**config.mk**
```make
export PLATFORM = sky130hd
export DESIGN_NAME = lstm_cell_stream
export DESIGN_NICKNAME = d
export VERILOG_FILES = /design/src/rtl/lstm_pkg.sv /design/src/rtl/lstm_act.sv /design/src/rtl/lstm_cell_stream.sv
export SDC_FILE = /design/constraint.sdc
export NUM_CORES = 2
export LEC_CHECK = 0
export CAP_MARGIN = 25
export CORE_ASPECT_RATIO = 0.8
export CORE_UTILIZATION = 50
export CTS_CLUSTER_SIZE = 30
export DETAILED_ROUTE_END_ITERATION = 16
export GPL_TIMING_DRIVEN = 0
export PLACE_DENSITY = 0.66
export SETUP_SLACK_MARGIN = 0.05
export SYNTH_ARGS = -nofsm -noshare
export SYNTH_HDL_FRONTEND = slang
export SYNTH_HIERARCHICAL = 1
export SYNTH_SLANG_ARGS = --single-unit
export TNS_END_PERCENT = 100
```
**constraint.sdc**
```tcl
create_clock -name clk -period 25.1 [get_ports clk]
set_clock_uncertainty 0.05 [all_clocks]
set_input_delay 6.275 -clock clk [delete_from_list [all_inputs] [get_ports clk]]
set_output_delay 6.275 -clock clk [all_outputs]
set_load 0.01 [all_outputs]
```
**src/rtl/lstm_pkg.sv**
```systemverilog
// lstm_pkg: fixed-point constants plus saturation and hard-activation helpers
// shared by the streaming LSTM cell.
package lstm_pkg;
   localparam int Q_FRAC = 8;
   localparam int ONE = 1 << Q_FRAC;
   localparam int HALF = 1 << (Q_FRAC - 1);
   typedef logic signed [47:0] wide_t;

   function automatic wide_t sat(input wide_t x, input int dw);
      wide_t hi, lo;
      hi = (wide_t'(1) <<< (dw - 1)) - wide_t'(1);
      lo = -(wide_t'(1) <<< (dw - 1));
      return (x > hi) ? hi : (x < lo) ? lo : x;
   endfunction

   function automatic wide_t htanh(input wide_t x, input int fb);
      wide_t one;
      one = wide_t'(1) <<< fb;
      return (x > one) ? one : (x < -one) ? -one : x;
   endfunction

   function automatic wide_t hsig(input wide_t x, input int fb);
      wide_t one, y;
      one = wide_t'(1) <<< fb;
      y = (x >>> 2) + (one >>> 1);
      return (y > one) ? one : (y < wide_t'(0)) ? wide_t'(0) : y;
   endfunction
endpackage

```
**src/rtl/lstm_act.sv**
```systemverilog
// lstm_act: combinational hard-sigmoid (SIG=1) or hard-tanh (SIG=0) on one gate.
module lstm_act
   import lstm_pkg::*;
#(
   parameter int DATA_WIDTH = 16,
   parameter int FRAC_BITS = 8,
   parameter bit SIG = 1'b1
)(
   input  logic [DATA_WIDTH-1:0] z,
   output logic [DATA_WIDTH-1:0] a
);
   wide_t x;
   always_comb begin
      x = wide_t'($signed(z));
      a = DATA_WIDTH'(SIG ? hsig(x, FRAC_BITS) : htanh(x, FRAC_BITS));
   end
endmodule

```
**src/rtl/lstm_cell_stream.sv**
```systemverilog
// lstm_cell_stream: 3-stage streaming fixed-point LSTM cell; one hidden element
// per beat, cell state kept per element across timesteps.
module lstm_cell_stream
   import lstm_pkg::*;
#(
   parameter int DATA_WIDTH = 16,
   parameter int FRAC_BITS = 8,
   parameter int HIDDEN_SIZE = 16,
   parameter int IDX_W = (HIDDEN_SIZE > 1) ? $clog2(HIDDEN_SIZE) : 1
)(
   input  logic                  clk,
   input  logic                  rst,
   input  logic                  in_valid,
   output logic                  in_ready,
   input  logic [DATA_WIDTH-1:0] in_zi,
   input  logic [DATA_WIDTH-1:0] in_zf,
   input  logic [DATA_WIDTH-1:0] in_zg,
   input  logic [DATA_WIDTH-1:0] in_zo,
   input  logic                  in_seq_start,
   output logic                  out_valid,
   input  logic                  out_ready,
   output logic [DATA_WIDTH-1:0] out_h,
   output logic [DATA_WIDTH-1:0] out_c,
   output logic [IDX_W-1:0]      out_idx,
   output logic                  out_last
);
   localparam logic [IDX_W-1:0] LAST_IDX = IDX_W'(HIDDEN_SIZE - 1);

   logic en, accept, wr, seq_flag, seq_cur;
   logic [IDX_W-1:0] idx, s1_idx, s2_idx;
   logic [DATA_WIDTH-1:0] act_i, act_f, act_g, act_o;
   logic s1_valid, s1_last, s2_valid, s2_last;
   logic signed [DATA_WIDTH-1:0] s1_i, s1_f, s1_g, s1_o, s1_cp, s2_o, s2_c;
   logic signed [DATA_WIDTH-1:0] c_prev, c_new, h_new;
   logic signed [DATA_WIDTH-1:0] mem [HIDDEN_SIZE];

   assign en = !(out_valid && !out_ready);
   assign in_ready = en;
   assign accept = in_valid && en;
   assign wr = en && s1_valid;
   // the seq flag for the beat at index 0 comes straight from the input
   assign seq_cur = (idx == '0) ? in_seq_start : seq_flag;

   lstm_act #(.DATA_WIDTH(DATA_WIDTH), .FRAC_BITS(FRAC_BITS), .SIG(1'b1)) u_i (.z(in_zi), .a(act_i));
   lstm_act #(.DATA_WIDTH(DATA_WIDTH), .FRAC_BITS(FRAC_BITS), .SIG(1'b1)) u_f (.z(in_zf), .a(act_f));
   lstm_act #(.DATA_WIDTH(DATA_WIDTH), .FRAC_BITS(FRAC_BITS), .SIG(1'b0)) u_g (.z(in_zg), .a(act_g));
   lstm_act #(.DATA_WIDTH(DATA_WIDTH), .FRAC_BITS(FRAC_BITS), .SIG(1'b1)) u_o (.z(in_zo), .a(act_o));

   always_comb begin
      c_new = DATA_WIDTH'(sat(((wide_t'(s1_f) * wide_t'(s1_cp)) >>> FRAC_BITS)
                            + ((wide_t'(s1_i) * wide_t'(s1_g)) >>> FRAC_BITS), DATA_WIDTH));
      h_new = DATA_WIDTH'(sat((wide_t'(s2_o) * htanh(wide_t'(s2_c), FRAC_BITS)) >>> FRAC_BITS, DATA_WIDTH));
      // bypass the memory when the element is being written back this very cycle
      c_prev = seq_cur ? '0 : (wr && s1_idx == idx) ? c_new : mem[idx];
   end

   always_ff @(posedge clk or posedge rst) begin
      if (rst) begin
         idx <= '0;
         seq_flag <= 1'b0;
         s1_valid <= 1'b0;
         s1_idx <= '0;
         s1_last <= 1'b0;
         s1_i <= '0;
         s1_f <= '0;
         s1_g <= '0;
         s1_o <= '0;
         s1_cp <= '0;
         s2_valid <= 1'b0;
         s2_idx <= '0;
         s2_last <= 1'b0;
         s2_o <= '0;
         s2_c <= '0;
         out_valid <= 1'b0;
         out_idx <= '0;
         out_last <= 1'b0;
         out_h <= '0;
         out_c <= '0;
      end else if (en) begin
         if (accept) begin
            idx <= (idx == LAST_IDX) ? '0 : idx + 1'b1;
            if (idx == '0) seq_flag <= in_seq_start;
         end
         s1_valid <= in_valid;
         s1_idx <= idx;
         s1_last <= idx == LAST_IDX;
         s1_i <= act_i;
         s1_f <= act_f;
         s1_g <= act_g;
         s1_o <= act_o;
         s1_cp <= c_prev;
         s2_valid <= s1_valid;
         s2_idx <= s1_idx;
         s2_last <= s1_last;
         s2_o <= s1_o;
         s2_c <= c_new;
         out_valid <= s2_valid;
         out_idx <= s2_idx;
         out_last <= s2_last && s2_valid;
         out_h <= h_new;
         out_c <= s2_c;
      end
   end

   always_ff @(posedge clk) begin
      if (wr) mem[s1_idx] <= c_new;
   end
endmodule

```
**Word-level counts from Yosys, hierarchy flattened**

Memories as Yosys holds them, arrays and structs flattened.
Cells that the tools add are included.

- $add $sub $neg: 5
- Equality and inequality tests: 2
- $lt $le $gt $ge: 14
- Muxes and demuxes: 20
- Bitwise operators: 1
- Multipliers: 3
- Reduce and logical (&&, ||, !) cells: 9

Operators with widths:

| operator | number |
|---|---|
| $mux 16 | 14 |
| $mux 48 | 2 |
| $mul 16x16->32 | 2 |
| $mul 16x48->48 | 1 |
| $add 14x9->15 const B | 3 |
| $gt 15x10->1 const B | 3 |
| $lt 15x1->1 const B | 3 |
| $gt 40x16->1 const B | 1 |
| $lt 40x16->1 const B | 1 |
| $gt 16x10->1 const B | 2 |
| $lt 16x9->1 const B | 2 |
| $add 24x24->25 | 1 |
| $gt 25x16->1 const B | 1 |
| $lt 25x16->1 const B | 1 |
| $logic_and 1x1->1 | 5 |
| $add 4x1->4 const B | 1 |
| $eq 4x4->1 | 1 |
| $eq 4x4->1 const B | 1 |
| $logic_not 4->1 | 1 |
| $mux 4 | 1 |
| $mux 1 | 3 |
| $logic_not 1->1 | 2 |
| $reduce_and 2->1 | 1 |
| $not 1->1 | 1 |

- Output and inout bits: 39
- RAM bits: 256
- Memories kept: 1
- Register bits: 167

Memory list:

| memory | depth | bits a word | read ports | clocked after memory_dff | wr ports | line | source |
|---|---|---|---|---|---|---|---|
| mem | 16 | 16 | 1 | 0 | 1 | lstm_cell_stream.sv:35 | `logic signed [DATA_WIDTH-1:0] mem [HIDDEN_SIZE];` |

**Depth between registers and ports, before layout**

- Word-level depth: 7
- Gate-level depth with buffers: 38
- Depth with buffers taken out: 36

**By module**

Netlist, hierarchy kept.

Modules (own cells, without submodules):

| module | cells an instance | times used | area each (µm²) | sequential area each (µm²) |
|---|---|---|---|---|
| lstm_cell_stream | 4,690 | 1 | 48,292.6 | 11,866.4 |
| lstm_act (u_f ...) | 51 | 3 | 329.1 | 0.0 |
| lstm_act (u_g) | 55 | 1 | 332.8 | 0.0 |

**Least setup slack after synthesis**

OpenSTA, ideal clock, no wires.

- Path type: input -> output
- From: in out_ready
- To: out in_ready
- Buffers on the path: 2
- Stages: 4
- Slack: 11.746 ns
- Data arrival time: 7.029 ns
- Cells stage by stage: nor2b_1 clkinv_1 clkbuf_1 clkbuf_1

- Cells in the longest elaborated chain, start to end: 3

Ends and longest elaborated chain:

| item | line | source |
|---|---|---|
| from (decl) | lstm_cell_stream.sv:21 | `input logic out_ready,` |
| $logic_not 1->1 | lstm_cell_stream.sv:37 | `assign en = !(out_valid && !out_ready);` |
| $logic_and 1x1->1 | lstm_cell_stream.sv:37 |  |
| $logic_not 1->1 | lstm_cell_stream.sv:37 |  |
| to (decl) | lstm_cell_stream.sv:14 | `output logic in_ready,` |

No other way between the ends.

**Worst setup path in the final report**

Same ends and word-level chain as after synthesis.

==> impl_metrics.yaml <==
min_path:
  hold_path.startpoint: "s1_o[4]"
  min-delay-path-class: "reg -> reg"
  hold_path_depth: 2
  hold_end: "s2_o[4]"
place:
  globalplace.congestion: 0.949
  place.port_buffers: 101
  preCtsSetupSlack_ps: 9390
  place_hpwl_um: 112000
  dpl_cell_area_um2: 52700
worst_setup_path:
  regToRegStartpoint: "s1_cp[9]"
  worst-setup-path-type: "in -> out"
  critical-path-top-delay-family: "buffers and inverters"
  critical_path.max_fanout: 10
  crit_required_ps: 18770
  crit_chain: "clkdlybuf4s50_1 -> nor2b_1 -> clkinv_1 -> clkbuf_1 -> clkbuf_1 -> clkdlybuf4s50_1"
  critPathLaunchType: "primary input"
  max_stage_delay_ps: 830
  critPathArrivalTime_ps: 9450
  worst-path-buf-inv: 5
  critical-path-slowest-cell: "clkbuf_1"
  critPathCaptureType: "output pin"
  reg2reg_setup_slack_ps: 14280
  crit_path_start: "out_ready"
  ff2ff_path_depth: 34
  r2r-end: "mem[6][14]"
synthesis:
  ys_warn_count: 6
  synth_enable_flop_cells: 256
  postSynth.topFlopCell: "edfxtp_1"
  synthCells: 4898
  synth_top_area_share_pct: 32.2
  synthesis.area_per_instance_um2: 10.1
  synth_area_leaders: "fa_1 32%, edfxtp_1 15%, dfrtp_1 8.4%, inv_1 7.0%, ha_1 6.9%"
  synth_largest_area_cell: "fa_1"
  synth_seq_area_share_pct: 23.9
  async_reset_ff_share_pct: 39.5
  synthesis_stage_register_bit_count: 423
  synth.cell_area_um2: 49600
  synth_cell_type_count: 102
timing:
  setup_tns_final_ps: 0
  achievable-frequency_mhz: 63.4
  final.setup.worst_slack_ps: 9320
  final_setup_violation_count: 0
  tightestPinTransition_ps: 1050
  worst_hold_margin_ps: 400
  slew_headroom_pct: 29.8
  final.min_clock_period_ps: 15780
  slew_violations: 0
  grt_setup_unrepaired: "false"
  layout_worst_path_cycle_share_pct: 62.9
  hold_violation_count_in_the_final_report: 0
cells_and_area:
  finalInstanceArea_um2: 54300
  final_layout_size_suffix_gt1_share_pct: 6.49
  antenna_cells: 0
  area_delta_synth_final_pct: 9.38
  nNetsFinal: 6242
run:
  maxcap_viol_count: 0
cts:
  max-clock-path-buffers: 3
  tritoncts: "done"
  post_cts_sizing: 0
  cts.hold.buffers_added: 0
  clk_root_buffer_cell: "clkbuf_16"
  clock_sink_count: 423
  worst_skew_pair.late_latency_ps: 630
  cts_setup_buffers: 0
  cts.htree.levels: 2
  worst_setup_hold_path_clk_slew_ps: 60
  total_cts_buffers: 44
grt:
  grt_antenna_before_repair: 4
  grt_start_max_net_pins: 113
  grt_remaining_overflow: 0
  grt_pass1_vias: 36200
  overall_global_routing_usage_pct: 27.9
  grt_first_pass_wirelength_um: 215000
drt:
  final_antenna_net_count: 0
  drc: 0
  routed_wirelength_um: 136000
  detail_route.iter0.violations: 3058
  drt-wirelength-per-cell_um: 21.2
  drt_pass1_iterations: 5
  detail_route.vias_per_cell: 5.52
  dr_total_vias: 35500
die:
  num_rows: 102
  core_area_um2: 97500
  chipHeight_um: 284
  horiz_die_dim_um: 354
  start_util_pct: 50.9
  total_i_o_pin_count: 108
  die_area_um2: 100000
run_status:
  outcome: "finished clean"
[synthesized netlist by cell type, types with 28 or more instances]
| master | n |
|---|---|
| xnor2_1 | 63 |
| nor2b_1 | 34 |
| mux4_2 | 80 |
| dfrtp_1 | 167 |
| o21ai_0 | 77 |
| nand2_1 | 782 |
| and2_1 | 314 |
| xor2_1 | 36 |
| fa_1 | 799 |
| nand3_1 | 53 |
| clkbuf_1 | 184 |
| a21o_1 | 38 |
| o21ai_1 | 28 |
| ha_1 | 274 |
| inv_1 | 921 |
| a21oi_1 | 100 |
| edfxtp_1 | 256 |
| nor2_1 | 172 |
| and3_1 | 78 |
| nor3_1 | 47 |
[through the flow]
step | std cells | utilization, %
after floorplan | 4916 | -
after global placement | 6317 | 53.7
after detailed placement | 6350 | 54.1
after CTS | 6429 | 55.6
after global routing | 6433 | 55.7
final | 6433 | 55.7
[registers in the layout (all words and copies together), names as in the netlist]
register	flops
out_last	1
s2_c	16
s2_valid	1
s2_idx	4
s2_o	16
mem	256
s1_cp	16
s1_last	1
seq_flag	1
idx	4
out_idx	4
s1_g	16
s2_last	1
s1_i	16
s1_valid	1
s1_idx	4
out_h	16
out_valid	1
out_c	16
s1_o	16
s1_f	16
[placed cells by master (no fill, tap or decap), types with 44 or more instances in the layout]
| cell | n |
|---|---|
| nor2_1 | 160 |
| o21ai_0 | 70 |
| clkbuf_1 | 190 |
| mux4_2 | 80 |
| fa_1 | 799 |
| nand3_1 | 53 |
| ha_1 | 274 |
| a21oi_1 | 100 |
| dfrtp_1 | 167 |
| and2_1 | 314 |
| nand2_1 | 782 |
| and3_1 | 78 |
| clkbuf_16 | 44 |
| edfxtp_1 | 256 |
| xnor2_1 | 63 |
| inv_1 | 920 |
| clkdlybuf4s50_1 | 101 |
[how the worst max path moves through the flow]
| stage | end | slack, ps | depth (start not counted) |
|---|---|---|---|
| 3_3_place_gp | in_ready | 9460 | 6 |
| 5_1_grt | in_ready | 9320 | 6 |
| 6_report | in_ready | 9320 | 6 |
| 2_1_floorplan | in_ready | 11750 | 4 |
| 4_1_cts | in_ready | 9390 | 6 |
| 3_5_place_dp | in_ready | 9390 | 6 |
[worst reg2reg max path: cells and delay by family, from the launching register on]
family | cells | cell delay [ps]
AO/OA/AOI/OAI | 11 | 3330
AND/OR/NAND/NOR | 5 | 820
buffers and inverters | 8 | 2000
flip-flops | 1 | 320
adder cells (fa/ha/maj) | 8 | 3590
XOR/XNOR | 2 | 530
[cells by family (layout without fill, tap and decap cells)]
kind of cell / count (synthesis) / count (layout) / synth area share, %
other: 3 / 21 / 0.0227
AOI/OAI and AO/OA: 439 / 439 / 6.44
muxes: 88 / 88 / 3.80
and+or+nand+nor: 1609 / 1609 / 15.7
DFF: 423 / 423 / 23.9
buffers and inverters: 1164 / 1381 / 9.18
adders and majority gates: 1073 / 1073 / 39.2
xor gates and xnor gates: 99 / 99 / 1.75
[per-layer routing]
layer  global-route usage, %  wire length, um
met1                    42.7            61200
met4                    5.85             2970
met3                    6.50            13800
met2                    40.4            58300
met5                       0               41
[cell type report]
type	instances	area [um2]
fill	8609	43200
multi-input combinational	3329	33300
sequential	423	11900
inverter	923	3470
tap	1300	1630
timing repair buffer	138	1450
clock buffer	52	1150
buffer	241	1090
clock inverter	27	307
Power is not shown: default switching activity piles up to over one toggle a cycle in this logic, so the estimate is an artifact.
